**src/rtl/instr_queue_dual.sv**
```systemverilog
// Two-wide instruction queue between fetch and decode.
// Each cycle it accepts 0-2 enqueues and 0-2 dequeues, and it can be flushed on a branch redirect.
module instr_queue_dual #(
    parameter int IWIDTH = 32,
    parameter int DEPTH  = 8,
    parameter int CWIDTH = $clog2(DEPTH) + 1
) (
    input  logic              iq_i_clk,
    input  logic              iq_i_rst,
    input  logic              iq_i_flush,
    input  logic [1:0]        iq_i_wr_en,
    input  logic [IWIDTH-1:0] iq_i_instr0,
    input  logic [IWIDTH-1:0] iq_i_instr1,
    input  logic [1:0]        iq_i_rd_cnt,
    output logic [IWIDTH-1:0] iq_o_instr0,
    output logic [IWIDTH-1:0] iq_o_instr1,
    output logic              iq_o_valid0,
    output logic              iq_o_valid1,
    output logic              iq_o_check_queue,
    output logic              iq_o_ready,
    output logic [CWIDTH-1:0] iq_o_count,
    output logic              iq_o_overflow
);

    localparam int PW = $clog2(DEPTH);

    logic [IWIDTH-1:0] mem_q [DEPTH];
    logic [PW-1:0]     head_q, head_d, tail_q, tail_d;
    logic [CWIDTH-1:0] count_q, count_d;
    logic              ovf_q, ovf_d;

    logic [1:0]        nw, nw_acc, rc, nr;
    logic [CWIDTH-1:0] free;
    logic              accept, we;
    logic [IWIDTH-1:0] slot0_data;
    logic [PW-1:0]     head1, tail1;

    always_comb begin
        nw         = {1'b0, iq_i_wr_en[0]} + {1'b0, iq_i_wr_en[1]};
        free       = CWIDTH'(DEPTH) - count_q;
        accept     = free >= CWIDTH'(nw);
        nw_acc     = accept ? nw : 2'd0;
        rc         = (iq_i_rd_cnt == 2'd3) ? 2'd2 : iq_i_rd_cnt;
        // Never dequeue more than is held, so an empty read is a no-op.
        nr         = (count_q < CWIDTH'(rc)) ? count_q[1:0] : rc;
        head_d     = head_q + PW'(nr);
        tail_d     = tail_q + PW'(nw_acc);
        count_d    = count_q + CWIDTH'(nw_acc) - CWIDTH'(nr);
        ovf_d      = !accept;
        we         = accept && !iq_i_rst && !iq_i_flush;
        slot0_data = iq_i_wr_en[0] ? iq_i_instr0 : iq_i_instr1;
        head1      = head_q + PW'(1);
        tail1      = tail_q + PW'(1);
    end

    always_ff @(posedge iq_i_clk) begin
        if (iq_i_rst || iq_i_flush) begin
            head_q  <= '0;
            tail_q  <= '0;
            count_q <= '0;
            ovf_q   <= 1'b0;
        end else begin
            head_q  <= head_d;
            tail_q  <= tail_d;
            count_q <= count_d;
            ovf_q   <= ovf_d;
        end
    end

    // Storage is never cleared; valid gating hides stale contents.
    always_ff @(posedge iq_i_clk) begin
        if (we && nw != 2'd0) mem_q[tail_q] <= slot0_data;
        if (we && nw == 2'd2) mem_q[tail1]  <= iq_i_instr1;
    end

    assign iq_o_valid0      = count_q != '0;
    assign iq_o_valid1      = count_q >= CWIDTH'(2);
    assign iq_o_check_queue = iq_o_valid0;
    assign iq_o_instr0      = iq_o_valid0 ? mem_q[head_q] : '0;
    assign iq_o_instr1      = iq_o_valid1 ? mem_q[head1] : '0;
    assign iq_o_ready       = free >= CWIDTH'(2);
    assign iq_o_count       = count_q;
    assign iq_o_overflow    = ovf_q;

    a_count_max: assert property (@(posedge iq_i_clk)
        count_q <= CWIDTH'(DEPTH));
    a_no_underflow: assert property (@(posedge iq_i_clk)
        disable iff (iq_i_rst || iq_i_flush)
        count_q + CWIDTH'(nw_acc) >= CWIDTH'(nr));

endmodule

```
**config.mk**
```make
export PLATFORM = sky130hd
export DESIGN_NAME = instr_queue_dual
export DESIGN_NICKNAME = d
export VERILOG_FILES = /design/src/rtl/instr_queue_dual.sv
export SDC_FILE = /design/constraint.sdc
export NUM_CORES = 1
export LEC_CHECK = 0
export BUFFER_PORTS_ARGS = -buffer_cell sky130_fd_sc_hd__clkbuf_2
export CAP_MARGIN = 20
export CORE_UTILIZATION = 45
export CTS_CLUSTER_DIAMETER = 60
export DETAILED_ROUTE_END_ITERATION = 10
export PLACE_DENSITY_LB_ADDON = 0.05
export SLEW_MARGIN = 20
export SYNTH_ARGS = -nofsm -noshare
export SYNTH_HDL_FRONTEND = slang
export SYNTH_SLANG_ARGS = --single-unit
```
**constraint.sdc**
```tcl
create_clock -name iq_i_clk -period 5.35 [get_ports iq_i_clk]
set_input_delay 0.2675 -clock iq_i_clk [delete_from_list [all_inputs] [get_ports iq_i_clk]]
set_output_delay 0.2675 -clock iq_i_clk [all_outputs]
set_load 0.01 [all_outputs]
```
==> report_table.html <==
<table>
<tr><th>Metric</th><th>Value</th></tr>
<tr><th colspan="2">Run status</th></tr>
<tr><td>Run status</td><td>finished clean</td></tr>
<tr><th colspan="2">Global route</th></tr>
<tr><td>Met3 track demand over resource</td><td>2.297%</td></tr>
<tr><td>Global-route track usage on met1</td><td>29.28%</td></tr>
<tr><td>First-pass GRT wire length</td><td>63,260 µm</td></tr>
<tr><td>Number of global-route vias before repair</td><td>10,060</td></tr>
<tr><td>Largest net degree at the start of global routing</td><td>61</td></tr>
<tr><td>Global-route usage over all layers</td><td>22.34%</td></tr>
<tr><td>Overflow left after global routing</td><td>0</td></tr>
<tr><td>Antenna violations before repair</td><td>0</td></tr>
<tr><td>Grt met2 use</td><td>39.71%</td></tr>
<tr><td>Peak-usage layer in the global routing report</td><td>met2</td></tr>
<tr><th colspan="2">Final layout</th></tr>
<tr><td>Most common cell after layout, fill and taps aside</td><td>sky130_fd_sc_hd__edfxtp_1</td></tr>
<tr><td>Area Growth Syn to Fin</td><td>12.21%</td></tr>
<tr><td>Register cell area after layout</td><td>7916 µm²</td></tr>
<tr><td>Fill count</td><td>3,116</td></tr>
<tr><td>Nets</td><td>~1,200</td></tr>
<tr><td>Diodes inserted</td><td>0</td></tr>
<tr><td>Number of cells in the finished layout apart from fillers</td><td>1,642</td></tr>
<tr><td>Multi-input gate area</td><td>8341 µm²</td></tr>
<tr><td>Top library cells by usage in the layout, fill and taps aside</td><td>sky130_fd_sc_hd__edfxtp_1, sky130_fd_sc_hd__mux2_2, sky130_fd_sc_hd__clkbuf_2</td></tr>
<tr><td>Proportion of layout cells with a drive suffix above 1</td><td>54.94%</td></tr>
<tr><td>Final design utilization</td><td>51.42%</td></tr>
<tr><th colspan="2">Flow run</th></tr>
<tr><td>Max-cap check violation count</td><td>0</td></tr>
<tr><th colspan="2">Synth</th></tr>
<tr><td>Post-synthesis cell type count</td><td>49</td></tr>
<tr><td>Top-area cell type share of the netlist area</td><td>45.71%</td></tr>
<tr><td>Mapped Cells</td><td>1,033</td></tr>
<tr><td>Number of enable flip-flop cells after synthesis</td><td>~260</td></tr>
<tr><td>FFs w/ async S/R, synth</td><td>0%</td></tr>
<tr><td>Commonest register cell after synthesis</td><td>sky130_fd_sc_hd__edfxtp_1</td></tr>
<tr><td>Cell taking the most area after synthesis</td><td>sky130_fd_sc_hd__edfxtp_1</td></tr>
<tr><td>Top post-synthesis cells by area</td><td>sky130_fd_sc_hd__edfxtp_1, sky130_fd_sc_hd__mux4_2, sky130_fd_sc_hd__mux2_2</td></tr>
<tr><td>Total number of yosys warnings</td><td>0</td></tr>
<tr><td>Mapped Avg Cell Area</td><td>16.28 µm²</td></tr>
<tr><td>Sequential fraction of the synthesis area</td><td>47.02%</td></tr>
<tr><td>Synthesis-stage register bit count</td><td>between 200 and 300</td></tr>
<tr><td>Net Count, Synth</td><td>1,125</td></tr>
<tr><td>Cell Area, Synth</td><td>16,820 µm²</td></tr>
<tr><th colspan="2">Drt</th></tr>
<tr><td>Detailed-route wire length</td><td>42,330 µm</td></tr>
<tr><td>Drt via density</td><td>5.820</td></tr>
<tr><td>Number of vias after detailed routing</td><td>9,556</td></tr>
<tr><td>Count of routing violations after the opening detailed-route iteration</td><td>501</td></tr>
<tr><td>Count of TritonRoute iterations in the first routing pass</td><td>4</td></tr>
<tr><td>Detailed-route DRC error count</td><td>0</td></tr>
<tr><td>Routed wirelength normalized by instance count</td><td>25.78 µm</td></tr>
<tr><td>Antenna violation net count after detailed routing</td><td>0</td></tr>
<tr><th colspan="2">Setup path</th></tr>
<tr><td>Element type at the critical path start</td><td>flop</td></tr>
<tr><td>Critical path cell sequence</td><td>ha_4, buf_4, mux4_2, nand2_1, a21oi_1, clkbuf_2</td></tr>
<tr><td>Max stage delay on crit path</td><td>roughly 0.82 ns</td></tr>
<tr><td>Cell type of the slowest stage on the worst timing path</td><td>sky130_fd_sc_hd__ha_4</td></tr>
<tr><td>Data required time at the worst endpoint</td><td>5.08 ns</td></tr>
<tr><td>Count of buffer and inverter cells on the critical path</td><td>2</td></tr>
<tr><td>Critical path type</td><td>flop to output pin</td></tr>
<tr><td>CP max FO</td><td>51</td></tr>
<tr><td>Endpoint arrival time on the critical path</td><td>3.32 ns</td></tr>
<tr><td>Crit path max-delay family</td><td>adder cells</td></tr>
<tr><td>Crit end category</td><td>output pin</td></tr>
<tr><th colspan="2">Die</th></tr>
<tr><td>Count of boundary I/O pins</td><td>~140</td></tr>
<tr><td>Die width</td><td>approximately 200 µm</td></tr>
<tr><td>Row cnt</td><td>70</td></tr>
<tr><td>Floorplan die area</td><td>38,150 µm²</td></tr>
<tr><td>DIE HEIGHT</td><td>195.3 µm</td></tr>
<tr><td>Core Area</td><td>about 37,000 µm²</td></tr>
<tr><td>Starting utilization of the core area</td><td>45.82%</td></tr>
<tr><th colspan="2">CTS</th></tr>
<tr><td>Inserted Clock Buffers</td><td>31</td></tr>
<tr><td># hold bufs at CTS</td><td>0</td></tr>
<tr><td>Number of buffers inserted to repair setup after CTS</td><td>0</td></tr>
<tr><td>Clock tree from TritonCTS</td><td>done</td></tr>
<tr><td>CTS Root Cell</td><td>sky130_fd_sc_hd__clkbuf_16</td></tr>
<tr><td>Buffers from clock root to sink, at most</td><td>3</td></tr>
<tr><td># resized after CTS</td><td>0</td></tr>
<tr><td>Clock-pin slew of the registers on the worst-case setup and hold paths</td><td>~0.060 ns</td></tr>
<tr><td>Num Clock Sinks</td><td>about 270</td></tr>
<tr><td>Skew-Pair Late Insertion Delay</td><td>0.55 ns</td></tr>
<tr><td># H-tree levels</td><td>1</td></tr>
<tr><th colspan="2">Placement</th></tr>
<tr><td>Instance count after placement with tap cells included</td><td>1,585</td></tr>
<tr><td>Number of buffers inserted by port buffering</td><td>143</td></tr>
<tr><td>Gpl congestion</td><td>0.7252</td></tr>
<tr><td>Post-detail-place hpwl</td><td>25,790 µm</td></tr>
<tr><th colspan="2">STA</th></tr>
<tr><td>Minimum period implied by the final worst setup slack</td><td>3.588 ns</td></tr>
<tr><td>Final Cycle Share</td><td>roughly two thirds</td></tr>
<tr><td>Setup tns final</td><td>0 ns</td></tr>
<tr><td>Transition at the pin with the smallest max-transition slack</td><td>1.020 ns</td></tr>
<tr><td>Setup repair after global routing missed its margin</td><td>false</td></tr>
<tr><td>Max-slew headroom at the worst pin</td><td>32.00%</td></tr>
<tr><td>Final number of max-transition violations</td><td>0</td></tr>
<tr><td>Setup Skew</td><td>0.009558 ns</td></tr>
<tr><td>Final number of hold-violating endpoints</td><td>0</td></tr>
<tr><td>Fmax</td><td>around 280 MHz</td></tr>
<tr><td>Total of endpoints with negative setup slack in the final report</td><td>0</td></tr>
<tr><th colspan="2">Power</th></tr>
<tr><td>Leakage power of the design</td><td>6.554 nW</td></tr>
<tr><td>Peak supply drop</td><td>0.0005470 V</td></tr>
<tr><td>Final total power</td><td>7.301 mW</td></tr>
<tr><td>Power Density</td><td>386.9 nW/µm²</td></tr>
<tr><th colspan="2">Hold path</th></tr>
<tr><td>Min-delay worst type</td><td>input pin to flop</td></tr>
</table>
==> per-stage QoR <==
step	hold slack, ns	setup slack [ns]	area (µm²)
2_1_floorplan	0.4714	0.6543	16820
3_3_place_gp	0.5849	1.710	17790
3_5_place_dp	0.6004	1.646	17790
4_1_cts	0.06973	1.653	18870
5_1_grt	0.1065	1.549	18870
6_report	0.09083	1.762	18870
==> state kept, by name, indices dropped and copies added, names as in the netlist <==
register	count
iq_o_count	4
iq_o_overflow	1
mem_q	256
head_q	3
tail_q	3
==> routing by layer <==
| layer | part of all wire (%) | routed length (µm) | vias up |
|---|---|---|---|
| met5 | 0 | 0 | - |
| met4 | 2.2 | 937 | 0 |
| met3 | 3.3 | 1379 | 71 |
| met2 | 51 | 21470 | 211 |
| met1 | 44 | 18540 | 4921 |
| li1 | - | - | 4353 |
==> worst reg2reg max path: stages, from the launching register on <==
cell                       delay (ns)
sky130_fd_sc_hd__dfxtp_1         0.51
sky130_fd_sc_hd__inv_1           0.13
sky130_fd_sc_hd__ha_1            0.22
sky130_fd_sc_hd__nor2b_2         0.16
sky130_fd_sc_hd__a211o_1         0.35
sky130_fd_sc_hd__nand3_2         0.25
sky130_fd_sc_hd__or2b_1          0.40
sky130_fd_sc_hd__o21bai_4        0.70
sky130_fd_sc_hd__buf_4           0.42
==> synth_stat cells (14+ instances only) <==
cell and instances:
sky130_fd_sc_hd__edfxtp_1 256, sky130_fd_sc_hd__mux2_2 155, sky130_fd_sc_hd__mux4_2 128, sky130_fd_sc_hd__mux2_4 116, sky130_fd_sc_hd__nand2_1 66, sky130_fd_sc_hd__nor2_1 44, sky130_fd_sc_hd__a21oi_1 35, sky130_fd_sc_hd__mux2i_1 32
sky130_fd_sc_hd__buf_2 23, sky130_fd_sc_hd__clkbuf_1 23, sky130_fd_sc_hd__ha_1 17, sky130_fd_sc_hd__mux2_1 17, sky130_fd_sc_hd__inv_1 15, sky130_fd_sc_hd__buf_6 14
==> cell type report <==
| cell class | count | area share, % |
|---|---|---|
| inverters | 15 | 0.2984 |
| clock buffers | 34 | 4.171 |
| multi-input cells | 669 | 44.20 |
| clock inverters | 23 | 1.565 |
| repair buffers | 166 | 4.708 |
| well taps | 468 | 3.103 |
| flip-flops and latches | 267 | 41.95 |
==> path summary, 6_finish.rpt <==
kind                  from  depth (start not counted)  slack (ns)             end
max              head_q[0]                          6        1.76  iq_o_instr1[2]
min             iq_i_flush                          3        0.09       head_q[1]
max reg2reg  iq_o_count[1]                          8        1.87    mem_q[0][13]
min reg2reg      tail_q[2]                          2        0.61       tail_q[2]
==> power breakdown <==
part,switching [mW],total (mW),internal [mW]
sequential,0.0913,2.50,2.40
clock,0.865,2.26,1.39
combinational,1.43,2.55,1.12
total,2.39,7.30,4.92
==> cells by family after synthesis <==
group | synth area share (%)
AND/OR/NAND/NOR | 4.055
XOR/XNOR | 0.3646
flip-flops | 47.02
multiplexers | 40.92
AO/OA/AOI/OAI | 1.682
buffers and inverters | 4.211
adder cells (fa/ha/maj) | 1.741
Note: power is estimated with default switching activity, not from simulation.
